==> config.mk <==
export PLATFORM = sky130hd
export DESIGN_NAME = forward_select_unit
export DESIGN_NICKNAME = d
export VERILOG_FILES = /design/src/rtl/forward_select_unit.sv
export SDC_FILE = /design/constraint.sdc
export NUM_CORES = 1
export LEC_CHECK = 0
export ABC_CLOCK_PERIOD_IN_PS = 4600
export BUFFER_PORTS_ARGS = -buffer_cell sky130_fd_sc_hd__buf_4
export CAP_MARGIN = 20
export CORE_UTILIZATION = 55
export DETAILED_ROUTE_END_ITERATION = 7
export PLACE_DENSITY = 0.8
export SLEW_MARGIN = 20
export SYNTH_ARGS = -nofsm -noshare
export SYNTH_HDL_FRONTEND = slang
export SYNTH_SLANG_ARGS = --single-unit
==> constraint.sdc <==
create_clock -name Clk -period 4.6 [get_ports Clk]
set_input_delay 1.38 -clock Clk [delete_from_list [all_inputs] [get_ports Clk]]
set_output_delay 1.38 -clock Clk [all_outputs]
set_load 0.01 [all_outputs]
==> src/rtl/forward_select_unit.sv <==
// Forwarding-select and load-use stall unit for a 5-stage pipeline.
// Shadows the EX/MEM/WB(/RET) destination info and produces registered
// operand-mux selects for the instruction entering EX, plus a combinational
// load-use stall.
// Optional feature: define FWD_RET_STAGE_EN to track a RET stage and emit
// select code 3 for WB-stage producers; otherwise WB producers select the
// register file (write-first RF).
module forward_select_unit (
    input  logic       Clk,
    input  logic       Rst_n,
    input  logic       ID_Valid,
    input  logic [4:0] ID_Rs,
    input  logic [4:0] ID_Rt,
    input  logic [4:0] ID_Rd,
    input  logic       ID_RegWrite,
    input  logic       ID_MemRead,
    input  logic       Hold,
    input  logic       Flush,
    output logic [1:0] ForwardA,
    output logic [1:0] ForwardB,
    output logic       Stall
);

    typedef struct packed {
        logic       valid;
        logic [4:0] dest;
        logic       regwrite;
        logic       memread;
    } stage_t;

    typedef enum logic {StRun, StStall} state_e;

    state_e     state_q, state_d;
    stage_t     ex_q, mem_q, wb_q;
    stage_t     ex_d;
    logic [1:0] fwd_a_d, fwd_b_d;
    logic       load_use, issue;
    logic       ex_a, ex_b, mem_a, mem_b, wb_a, wb_b;

`ifdef FWD_RET_STAGE_EN
    stage_t ret_q;
    logic   unused_bits;
    // RET is shadowed for completeness; nothing downstream matches against it.
    assign unused_bits = ^{ret_q, mem_q.memread};
`else
    logic   unused_bits;
    // Without RET, WB producers resolve through the write-first register file.
    assign unused_bits = ^{wb_q, mem_q.memread, wb_a, wb_b};
`endif

    // Producer matches of the decode sources against the current stages.
    always_comb begin
        ex_a  = ex_q.valid  && ex_q.regwrite  && (ex_q.dest  == ID_Rs) && (ID_Rs != 5'd0);
        ex_b  = ex_q.valid  && ex_q.regwrite  && (ex_q.dest  == ID_Rt) && (ID_Rt != 5'd0);
        mem_a = mem_q.valid && mem_q.regwrite && (mem_q.dest == ID_Rs) && (ID_Rs != 5'd0);
        mem_b = mem_q.valid && mem_q.regwrite && (mem_q.dest == ID_Rt) && (ID_Rt != 5'd0);
        wb_a  = wb_q.valid  && wb_q.regwrite  && (wb_q.dest  == ID_Rs) && (ID_Rs != 5'd0);
        wb_b  = wb_q.valid  && wb_q.regwrite  && (wb_q.dest  == ID_Rt) && (ID_Rt != 5'd0);
    end

    // Load-use detection, stall, FSM next state and EX/select next values.
    always_comb begin
        load_use = ex_q.valid && ex_q.memread && ex_q.regwrite && (ex_q.dest != 5'd0) &&
                   ((ex_q.dest == ID_Rs) || (ex_q.dest == ID_Rt));
        Stall    = (state_q == StRun) && ID_Valid && !Flush && load_use;
        issue    = ID_Valid && !Flush && !Stall;

        state_d = state_q;
        unique case (state_q)
            StRun:   if (Stall) state_d = StStall;
            StStall: state_d = StRun;
            default: state_d = StRun;
        endcase

        ex_d    = '0;
        fwd_a_d = 2'd0;
        fwd_b_d = 2'd0;
        if (issue) begin
            ex_d = '{valid: 1'b1, dest: ID_Rd, regwrite: ID_RegWrite, memread: ID_MemRead};
            // Lookahead: a stage's producer will sit one stage further on next cycle,
            // so EX match -> MEM result (1), MEM match -> WB result (2), WB -> RET (3).
            if (ex_a)       fwd_a_d = 2'd1;
            else if (mem_a) fwd_a_d = 2'd2;
`ifdef FWD_RET_STAGE_EN
            else if (wb_a)  fwd_a_d = 2'd3;
`endif
            if (ex_b)       fwd_b_d = 2'd1;
            else if (mem_b) fwd_b_d = 2'd2;
`ifdef FWD_RET_STAGE_EN
            else if (wb_b)  fwd_b_d = 2'd3;
`endif
        end
    end

    // Stage shadows, FSM and registered selects; reset beats Hold, Hold freezes all.
    always_ff @(posedge Clk) begin
        if (!Rst_n) begin
            state_q  <= StRun;
            ex_q     <= '0;
            mem_q    <= '0;
            wb_q     <= '0;
`ifdef FWD_RET_STAGE_EN
            ret_q    <= '0;
`endif
            ForwardA <= 2'd0;
            ForwardB <= 2'd0;
        end else if (!Hold) begin
            state_q  <= state_d;
`ifdef FWD_RET_STAGE_EN
            ret_q    <= wb_q;
`endif
            wb_q     <= mem_q;
            mem_q    <= ex_q;
            ex_q     <= ex_d;
            ForwardA <= fwd_a_d;
            ForwardB <= fwd_b_d;
        end
    end

endmodule

; Word-level counts from Yosys, hierarchy flattened
; Index checks and enable logic that the tools add are counted.
[word_totals]
regBits = 20
in_bits = 22
out_inout_bits = 5
wordCells = 49
[op_classes]
eq_ne = 4
muxes = 9
n_bitwise = 1
reduce_logical = 25
[ops]
columns = cell, count
row1 = equality test 5 bit, 4
row2 = logical AND 1 bit, 19
row3 = nonzero test 5 bit, 3
row4 = two-way mux 2 bit, 6
row5 = two-way mux 8 bit, 1
row6 = zero test 1 bit, 2
row7 = one-hot mux 1 bit (2 select lines), 1
row8 = logical OR 1 bit, 1
row9 = two-way mux 1 bit, 1
row10 = NOT 1 bit, 1

; Logic depth before layout (Yosys ltp)
; Gate-level depths: netlist (run 1).
[logic_depth]
ltp_word = 8
mapped_depth = 6
ltp_nobuf = 6

; Worst setup path before layout (run 1)
; OpenSTA, ideal clock, no wires.
[synth_timing]
path_type = input to output
start = in ID_Rs[1]
end = out Stall
arrival_time_ns = 2.324
required_time_ns = 3.220
setup_slack_ns = 0.896
stages = 5
path_buffers = 0
cell_sequence = nor2b_1 -> a2111o_1 -> nor3_1 -> o21ai_2 -> inv_2
[synth_via]
elab_chain_cells = 4
[synth_rtl]
columns = item, line_no
row1 = from (decl), 12  ; input logic [4:0] ID_Rs,
row2 = equality test 5 bit, 64  ; ((ex_q.dest == ID_Rs) || (ex_q.dest == ID_Rt));
row3 = logical OR 1 bit, 64
row4 = logical AND 1 bit, 63  ; load_use = ex_q.valid && ex_q.memread && ex_q.regwrite && (ex_q.dest != 5'd0) &&
row5 = logical AND 1 bit, 65  ; Stall = (state_q == StRun) && ID_Valid && !Flush && load_use;
row6 = to (decl), 21  ; output logic Stall
; Every way passes these cells.

; Worst setup path after layout (run 1)
; Ends and elaborated chain as after synthesis.

==> summary by stage, run 1 <==
Setup path
The length in cells of the worst reg-to-reg path is 6. The worst register-to-register path ends at ForwardA[1]. The class of the most critical setup path is in -> out.

The critical path goes through buf_4 > nor2b_1 > a2111o_1 > nor3_1 > o21ai_2 > inv_2 > buf_4. The cell occurring most often along the worst timing path is sky130_fd_sc_hd__buf_4. The maximum fanout encountered on the critical timing path is 10.

The reg-to-reg critical path startpoint is ex_q[5]. The cell with the largest stage delay on the worst path is sky130_fd_sc_hd__a2111o_1. The number of buffers and inverters on the critical path is 3.

For this run, the slowest stage of the critical path takes 0.37 ns. The startpoint type of the worst setup path is an input port. For the worst setup path, the data arrival time is 2.69 ns. The cell family contributing the most delay on the critical path is compound AO/OA/AOI/OAI gates. The sort of element at the end of the critical path is an output port. The minimum setup slack among reg-to-reg paths is 2.85 ns.

The required time of the worst setup path is 3.22 ns.

Clock tree
After clock tree synthesis, the clock-pin slew on the worst setup and hold paths is 0.11 ns. The clock net in this run drives a total of 20 sinks. Once the clock tree was built, the setup fixing pass inserted 0 buffers.

The root buffer cell is sky130_fd_sc_hd__clkbuf_4. The number of clock buffers added by TritonCTS is 3. The clock latency of the later-clocked register in the worst-skew pair is 0.30 ns. TritonCTS built the clock tree. The hold buffer count at CTS is 0. The quantity of gates resized following cts is 0. The number of H-tree levels is 1. The clock passes through at most 2 buffers.

Die
The die covers 2100 um2. The starting density of the core is 59.9%. The total number of placement rows is 15. The x dimension of the die is 45.8 um. The die is 45.8 um tall. The total area inside the core boundary comes to 1760 um2.

27 I/O pins were placed.

Route
The number of iterations in the first detailed-routing pass is 5. The number of violations reported at the end of detailed-routing iteration 0 is 12. The post-detailed-route wirelength per cell is 13.9 um. The final antenna-violating net count is 0. Wires add up to 2280 um. The average vias per placed instance is 5.62.

After detailed routing, the number of remaining DRC violations is 0. The number of vias in the routed layout is 922.

Yosys
The distinct cell type count of the synthesized netlist is 29. The number of nets in the synthesized netlist is 134. The async set or reset register ratio after synthesis is 0%. The cell area after synthesis is 1060 um2. The average instance area after synthesis is 9.43 um2. The sequential area share after synthesis is 37.9%. The number of flip-flops and latches in the synthesized netlist is 20. The most area-hungry cell type in the Yosys netlist is sky130_fd_sc_hd__dfxtp_1. The most numerous cell in the Yosys netlist is sky130_fd_sc_hd__dfxtp_1. In the post-synthesis netlist, the biggest area contributors are sky130_fd_sc_hd__dfxtp_1 38%, sky130_fd_sc_hd__xor2_1 13%, sky130_fd_sc_hd__a32o_1 6.6%. The commonest cells after synthesis are 20 x sky130_fd_sc_hd__dfxtp_1, 16 x sky130_fd_sc_hd__xor2_1, 9 x sky130_fd_sc_hd__nand2_1, 8 x sky130_fd_sc_hd__nor2b_1.

The gate count after technology mapping is 112. Yosys mapped a number of flops with a built-in enable equal to 0. The area share of the largest cell type after synthesis is 37.9%. The warning count from the yosys run is 0. The most common flop cell mapped by yosys is sky130_fd_sc_hd__dfxtp_1.

Placement
The detailed-placement wirelength estimate is 1770 um. The weighted congestion at the end of routability-driven global placement is 0.818. The placed instances occupy a cell area of 1260 um2. Port buffering added 26 buffers. OpenSTA, run right after detailed placement, puts the worst setup slack at 0.534 ns.

Final layout
The share of cells above drive strength 1 is 25.9%. The number of filler instances in the final layout is 169. The number of antenna diodes in the final layout is 0.

The layout overhead on the synthesized area is 22.7%. At the end of the flow, the number of nets in the layout was 162. The finished cells cover 1300 um2.

STA
Setup repair after global routing left no endpoint under its margin. The setup violation total in the final timing report is 0. The number of slew-limit violations in the final report came to 0. The worst path setup slack after routing is 0.528 ns. The total negative setup slack is 0 ns. The slew at the pin closest to its max-slew limit is 0.673 ns. The count of final hold-check violations came to 0.

The tightest hold path in the finished design has a slack of 0.469 ns. The part of the cycle the worst path needs is 88.5%. The setup clock skew after layout is 0.00215 ns. The achievable clock frequency is 246 MHz. The final critical delay including setup and external delays is 4.07 ns.

The worst max-slew margin expressed relative to the limit is 54.9%.

Run status
The flow ran to the end, and the final reports show no timing, DRC or antenna violations.

Worst hold path
The hold path startpoint is ForwardB[0]. The type of the worst min-delay path is reg -> reg. The sink of the worst hold path is ForwardB[0]. The hold-critical path depth is 2.

Global routing
Across every metal layer, demand over resource in global routing totals 25.3%. The maximum number of pins on one net before global-route repair is 13. The first global-routing pass estimated 3730 um of wire. The remaining global-route overflow is 0. The initial antenna violation count was 0.

The number of global-route vias before repair is 821.

Power and ir drop
The analysis attributes to cell leakage a power of 0.558 nW. Dividing total power by cell area gives a power density of 251 nW/um2. The total power after layout is 0.000326 W. IR analysis of the VDD net gives a maximum drop of 0.179 mV.

Run
The max-capacitance violation count is 0.
## placed cells by master (no fill, tap or decap)
master                      netlist  final
sky130_fd_sc_hd__buf_4            0     26
sky130_fd_sc_hd__dfxtp_1         20     20
sky130_fd_sc_hd__xor2_1          16     16
sky130_fd_sc_hd__nand2_1          9      9
sky130_fd_sc_hd__nor2b_1          8      8
sky130_fd_sc_hd__nor2_1           7      7
sky130_fd_sc_hd__a32o_1           7      7
sky130_fd_sc_hd__mux2i_1          7      7
sky130_fd_sc_hd__nor3_1           6      6
sky130_fd_sc_hd__nand2b_1         5      5
sky130_fd_sc_hd__nand4_1          3      3
sky130_fd_sc_hd__o31ai_1          3      3
sky130_fd_sc_hd__clkbuf_4         0      3
sky130_fd_sc_hd__and2_1           2      2
sky130_fd_sc_hd__nand3_1          2      2
sky130_fd_sc_hd__inv_1            1      1
sky130_fd_sc_hd__nor2b_4          1      1
sky130_fd_sc_hd__nor2b_2          1      1
sky130_fd_sc_hd__a2111o_1         1      1
sky130_fd_sc_hd__or2b_1           1      1
sky130_fd_sc_hd__o2111ai_1        1      1
sky130_fd_sc_hd__or4_1            1      1
sky130_fd_sc_hd__nor4_1           1      1
sky130_fd_sc_hd__o21ai_2          1      1
sky130_fd_sc_hd__inv_2            1      1
sky130_fd_sc_hd__or4_4            1      1
sky130_fd_sc_hd__o21ai_0          1      1
sky130_fd_sc_hd__a22o_1           1      1
sky130_fd_sc_hd__o31ai_2          1      1
sky130_fd_sc_hd__clkbuf_8         0      1
## metrics by stage
step           instances  util (%)
6_report             164      73.5
3_5_place_dp         160      71.4
5_1_grt              164      73.5
3_3_place_gp         160      71.4
2_1_floorplan        112         -
4_1_cts              164      73.5
## flip-flops by register name, summed over array words and instances, names as in the netlist
| signal | cells |
|---|---|
| ForwardA | 2 |
| state_q | 1 |
| ex_q | 8 |
| mem_q | 7 |
| ForwardB | 2 |
## final cells by class
type | instances | area [um2] | area share (%)
Clock buffer | 4 | 36.3 | 2.80
Inverter | 2 | 7.51 | 0.579
Multi-Input combinational cell | 87 | 626 | 48.3
Tap cell | 25 | 31.3 | 2.41
Sequential cell | 20 | 400 | 30.9
Timing Repair Buffer | 26 | 195 | 15.1
## worst reg2reg max path: stages, from the launching register on
cell                      delay, ns
sky130_fd_sc_hd__dfxtp_1       0.48
sky130_fd_sc_hd__xor2_1        0.18
sky130_fd_sc_hd__nor3_1        0.08
sky130_fd_sc_hd__and2_1        0.15
sky130_fd_sc_hd__o21ai_2       0.39
sky130_fd_sc_hd__inv_2         0.13
sky130_fd_sc_hd__o31ai_1       0.27
## report_power, final
part           internal, W  leakage, nW  switching [W]
Sequential        0.000176        0.162     0.00000346
Clock            0.0000483       0.0210      0.0000539
Combinational    0.0000241        0.376      0.0000201
## cells by family after synthesis
| kind of cell | synth area share [%] |
|---|---|
| flip-flops | 37.9 |
| XOR/XNOR | 13.3 |
| AO/OA/AOI/OAI | 14.0 |
| AND/OR/NAND/NOR | 25.4 |
| buffers and inverters | 2.84 |
| multiplexers | 6.64 |
## layer usage
layer | wire, um | part of all wire (%) | vias to the layer above | global-route usage, %
met5 | 0 | 0 | - | 0
met4 | 40 | 1.8 | 0 | 10.6
met3 | 77 | 3.4 | 5 | 2.38
met2 | 1100 | 48 | 28 | 42.9
met1 | 1060 | 46 | 436 | 32.6
li1 | - | - | 453 | -
## worst max-delay path by stage
stage,startpoint,endpoint,slack [ns],cells past startpoint
after floorplan,ID_Rs[1],Stall,0.90,5
after global placement,ID_Rs[1],Stall,0.56,7
after detailed placement,ID_Rs[1],Stall,0.53,7
after CTS,ID_Rs[1],Stall,0.53,7
after global routing,ID_Rs[1],Stall,0.42,7
final,ID_Rs[1],Stall,0.53,7
(Power assumes the default switching activity.)
==> inputs of run 2 (changes only) <==
--- a/config.mk
+++ b/config.mk
@@ -7,10 +7,10 @@
 export LEC_CHECK = 0
 export ABC_CLOCK_PERIOD_IN_PS = 4600
 export BUFFER_PORTS_ARGS = -buffer_cell sky130_fd_sc_hd__buf_4
-export CAP_MARGIN = 20
 export CORE_UTILIZATION = 55
 export DETAILED_ROUTE_END_ITERATION = 7
 export PLACE_DENSITY = 0.8
+export RECOVER_POWER = 100
 export SLEW_MARGIN = 20
 export SYNTH_ARGS = -nofsm -noshare
 export SYNTH_HDL_FRONTEND = slang
==> summary by stage, run 2 (same netlist as run 1, synthesis figures left out) <==
Run status
The run finished with clean final reports.

Final layout
The number of filler instances in the final layout is 177. Relative to the synthesized area, the layout overhead comes to 20.6%. The finished layout holds 164 standard cells, fillers aside. The largest registers in the layout are ex_q: 8 flops, mem_q: 7 flops. The final layout contains 162 nets.

The count of antenna diodes in the layout is 0. The library cells used most frequently in the layout, excluding fill and tap cells, are 20 x sky130_fd_sc_hd__dfxtp_1, 20 x sky130_fd_sc_hd__buf_4, 16 x sky130_fd_sc_hd__xor2_1, 9 x sky130_fd_sc_hd__nand2_1, 8 x sky130_fd_sc_hd__nor2b_1. The register name with the most flops is ex_q. The share of cells above drive strength 1 is 20.9%. The final non-filler cell area is 1270 um2. The register with the most flip-flops in the layout has 8 of them.

Die
The starting density of the core is 59.9%. The x dimension of the die is 45.8 um. During I/O placement, the number of pins put on the boundary was 27. The region available for standard cell placement spans 1760 um2.

The total number of placement rows is 15. From bottom edge to top edge, the die measures 45.8 um. The total die area is 2100 um2.

Clock tree
The clock-pin transition on the worst setup and hold timing paths is 0.11 ns. The tree is rooted in a sky130_fd_sc_hd__clkbuf_4. The number of setup buffers added after CTS is 0.

In this run the number of H-tree levels came out at 1. The number of hold buffers added after CTS was 0. The clock latency of the later-clocked register in the worst-skew pair is 0.30 ns.

The clock buffer count from CTS is 3. Once the clock tree was built, the resizer swapped 0 gates to a different size. The number of sinks handled by clock tree synthesis is 20. TritonCTS built the clock tree. The number of buffers between clock root and the deepest sink is 2.

Worst hold path
Along the worst hold path, the cell count comes to 2. The hold path startpoint is ForwardB[0]. The path class of the tightest hold or removal check is reg -> reg.

The worst hold path terminates at ForwardB[0].

Setup path
The signal on the critical path passes through clkbuf_1 > nor2b_1 > a2111o_1 > nor3_1 > o21ai_2 > inv_1 > buf_4. The critical path runs through a total of 7 cells. The worst register-to-register path ends at ForwardA[1]. In this run the register-to-register setup slack is 2.76 ns. The worst setup path is launched from an input port. In this run the worst path has a maximum fanout of 10. The class of the most critical setup path is in -> out. The slowest stage of the critical path belongs to the cell sky130_fd_sc_hd__a2111o_1. Counting both buffers and inverters, the worst setup path holds a total of 3. The sort of element at the end of the critical path is an output port. The required time of the worst setup path is 3.22 ns. The gate family responsible for the most delay along the worst path is compound AO/OA/AOI/OAI gates.

STA puts the critical path data arrival time at 2.77 ns. The largest single stage delay on the critical path is 0.37 ns. The number of cells on the worst reg-to-reg path is 6. The reg-to-reg critical path startpoint is ex_q[3].

STA
The worst max-slew margin expressed relative to the limit is 54.3%. The slew at the pin closest to its max-slew limit is 0.682 ns. The final critical delay including setup and external delays is 4.15 ns.

Clock skew on the completed layout was measured at 0.00240 ns. The achievable clock frequency is 241 MHz. Setup violations remaining at the end of the flow were counted as 0. Of the available clock period, the critical path in the final layout requires 90.1%. The count of final hold-check violations is 0. Summed over all failing endpoints, the final setup total negative slack is 0 ns. The number of slew-limit violations in the final report was 0. Setup repair after global routing left no endpoint under its margin.

Route
The average vias per placed instance is 5.61. The first TritonRoute pass finished after 4 iterations. For this run, design rule violations remaining after detail routing come to 0. The final wirelength is 2300 um. Once detail routing completed, the nets flagged for antenna violations numbered 0. The number of vias in the routed layout is 920. The number of violations reported at the end of detailed-routing iteration 0 is 11.

The post-detailed-route wirelength per cell is 14.0 um.

Global routing
Entering global routing, the biggest net connects 13 pins. The overall track demand over capacity in global routing is 25.3%. The number of global-route vias before repair came to 821.

The remaining global-route overflow is 0. The initial antenna violation count is 0. The global-route wire length before repair is 3730 um.

Placement
Once placement finished, the instance area stood at 1260 um2. The congestion estimate from routability-driven global placement came to 0.818. After detailed placement, the design holds a cell count of 160. The detailed-placement wirelength estimate is 1770 um. The number of I/O port buffers is 26.

Power and ir drop
In this run the power density over the cells is 254 nW/um2. The worst supply voltage drop on vdd is 0.178 mV. The static leakage is 0.536 nW.

Run
The max-capacitance violation count is 0.
run 2: changes by cell type in the layout (fill, tap and decap cells not counted):
cell | before | now
sky130_fd_sc_hd__buf_4 | 26 | 20
sky130_fd_sc_hd__clkbuf_1 | 0 | 6
sky130_fd_sc_hd__inv_1 | 1 | 2
sky130_fd_sc_hd__inv_2 | 1 | 0
run 2: how the worst max path moves through the flow:
stage                        start    end  slack [ns]
after floorplan           ID_Rs[1]  Stall        0.90
after global placement    ID_Rs[1]  Stall        0.56
after detailed placement  ID_Rs[1]  Stall        0.53
after CTS                 ID_Rs[1]  Stall        0.53
after global routing      ID_Rs[1]  Stall        0.33
final                     ID_Rs[1]  Stall        0.45
run 2: where the power goes:
group	internal [W]	switching, W	leakage [nW]
combinational	0.0000234	0.0000201	0.354
clock	0.0000483	0.0000529	0.0210
sequential	0.000176	0.00000347	0.162
total	0.000247	0.0000765	0.536
run 2: metal layers:
| metal | share of wire (%) | routed length [um] | track usage (%) | vias to the layer above |
|---|---|---|---|---|
| met5 | 0 | 0 | 0 | - |
| met4 | 1.5 | 35 | 10.6 | 0 |
| met3 | 3.8 | 88 | 2.38 | 4 |
| met2 | 49 | 1120 | 42.9 | 28 |
| met1 | 46 | 1060 | 32.6 | 434 |
| li1 | - | - | - | 454 |
run 2: layout make-up:
type	count	area [um2]	share of cell area, %
Multi-Input combinational cell	87	626	49.1
Sequential cell	20	400	31.4
Clock buffer	4	36.3	2.85
Tap cell	25	31.3	2.46
Timing Repair Buffer	26	173	13.6
Inverter	2	7.51	0.589
run 2: per-stage QoR:
step | util, % | hold slack [ns] | power, W | worst slack, ns
finish | 72.2 | 0.469 | 0.000324 | 0.455
global route | 72.2 | 0.488 | 0.000340 | 0.332
CTS | 73.5 | 0.472 | 0.000326 | 0.531
detailed placement | 71.4 | 0.454 | 0.000227 | 0.534
global placement | 71.4 | 0.441 | 0.000226 | 0.563
floorplan | - | 0.443 | 0.000205 | 0.896
run 2: worst register-to-register path, delay by kind of cell, from the launching register on:
family,cells,cell delay (ns)
AND/OR/NAND/NOR,3,0.72
AO/OA/AOI/OAI,2,0.45
buffers and inverters,1,0.19
flip-flops,1,0.40
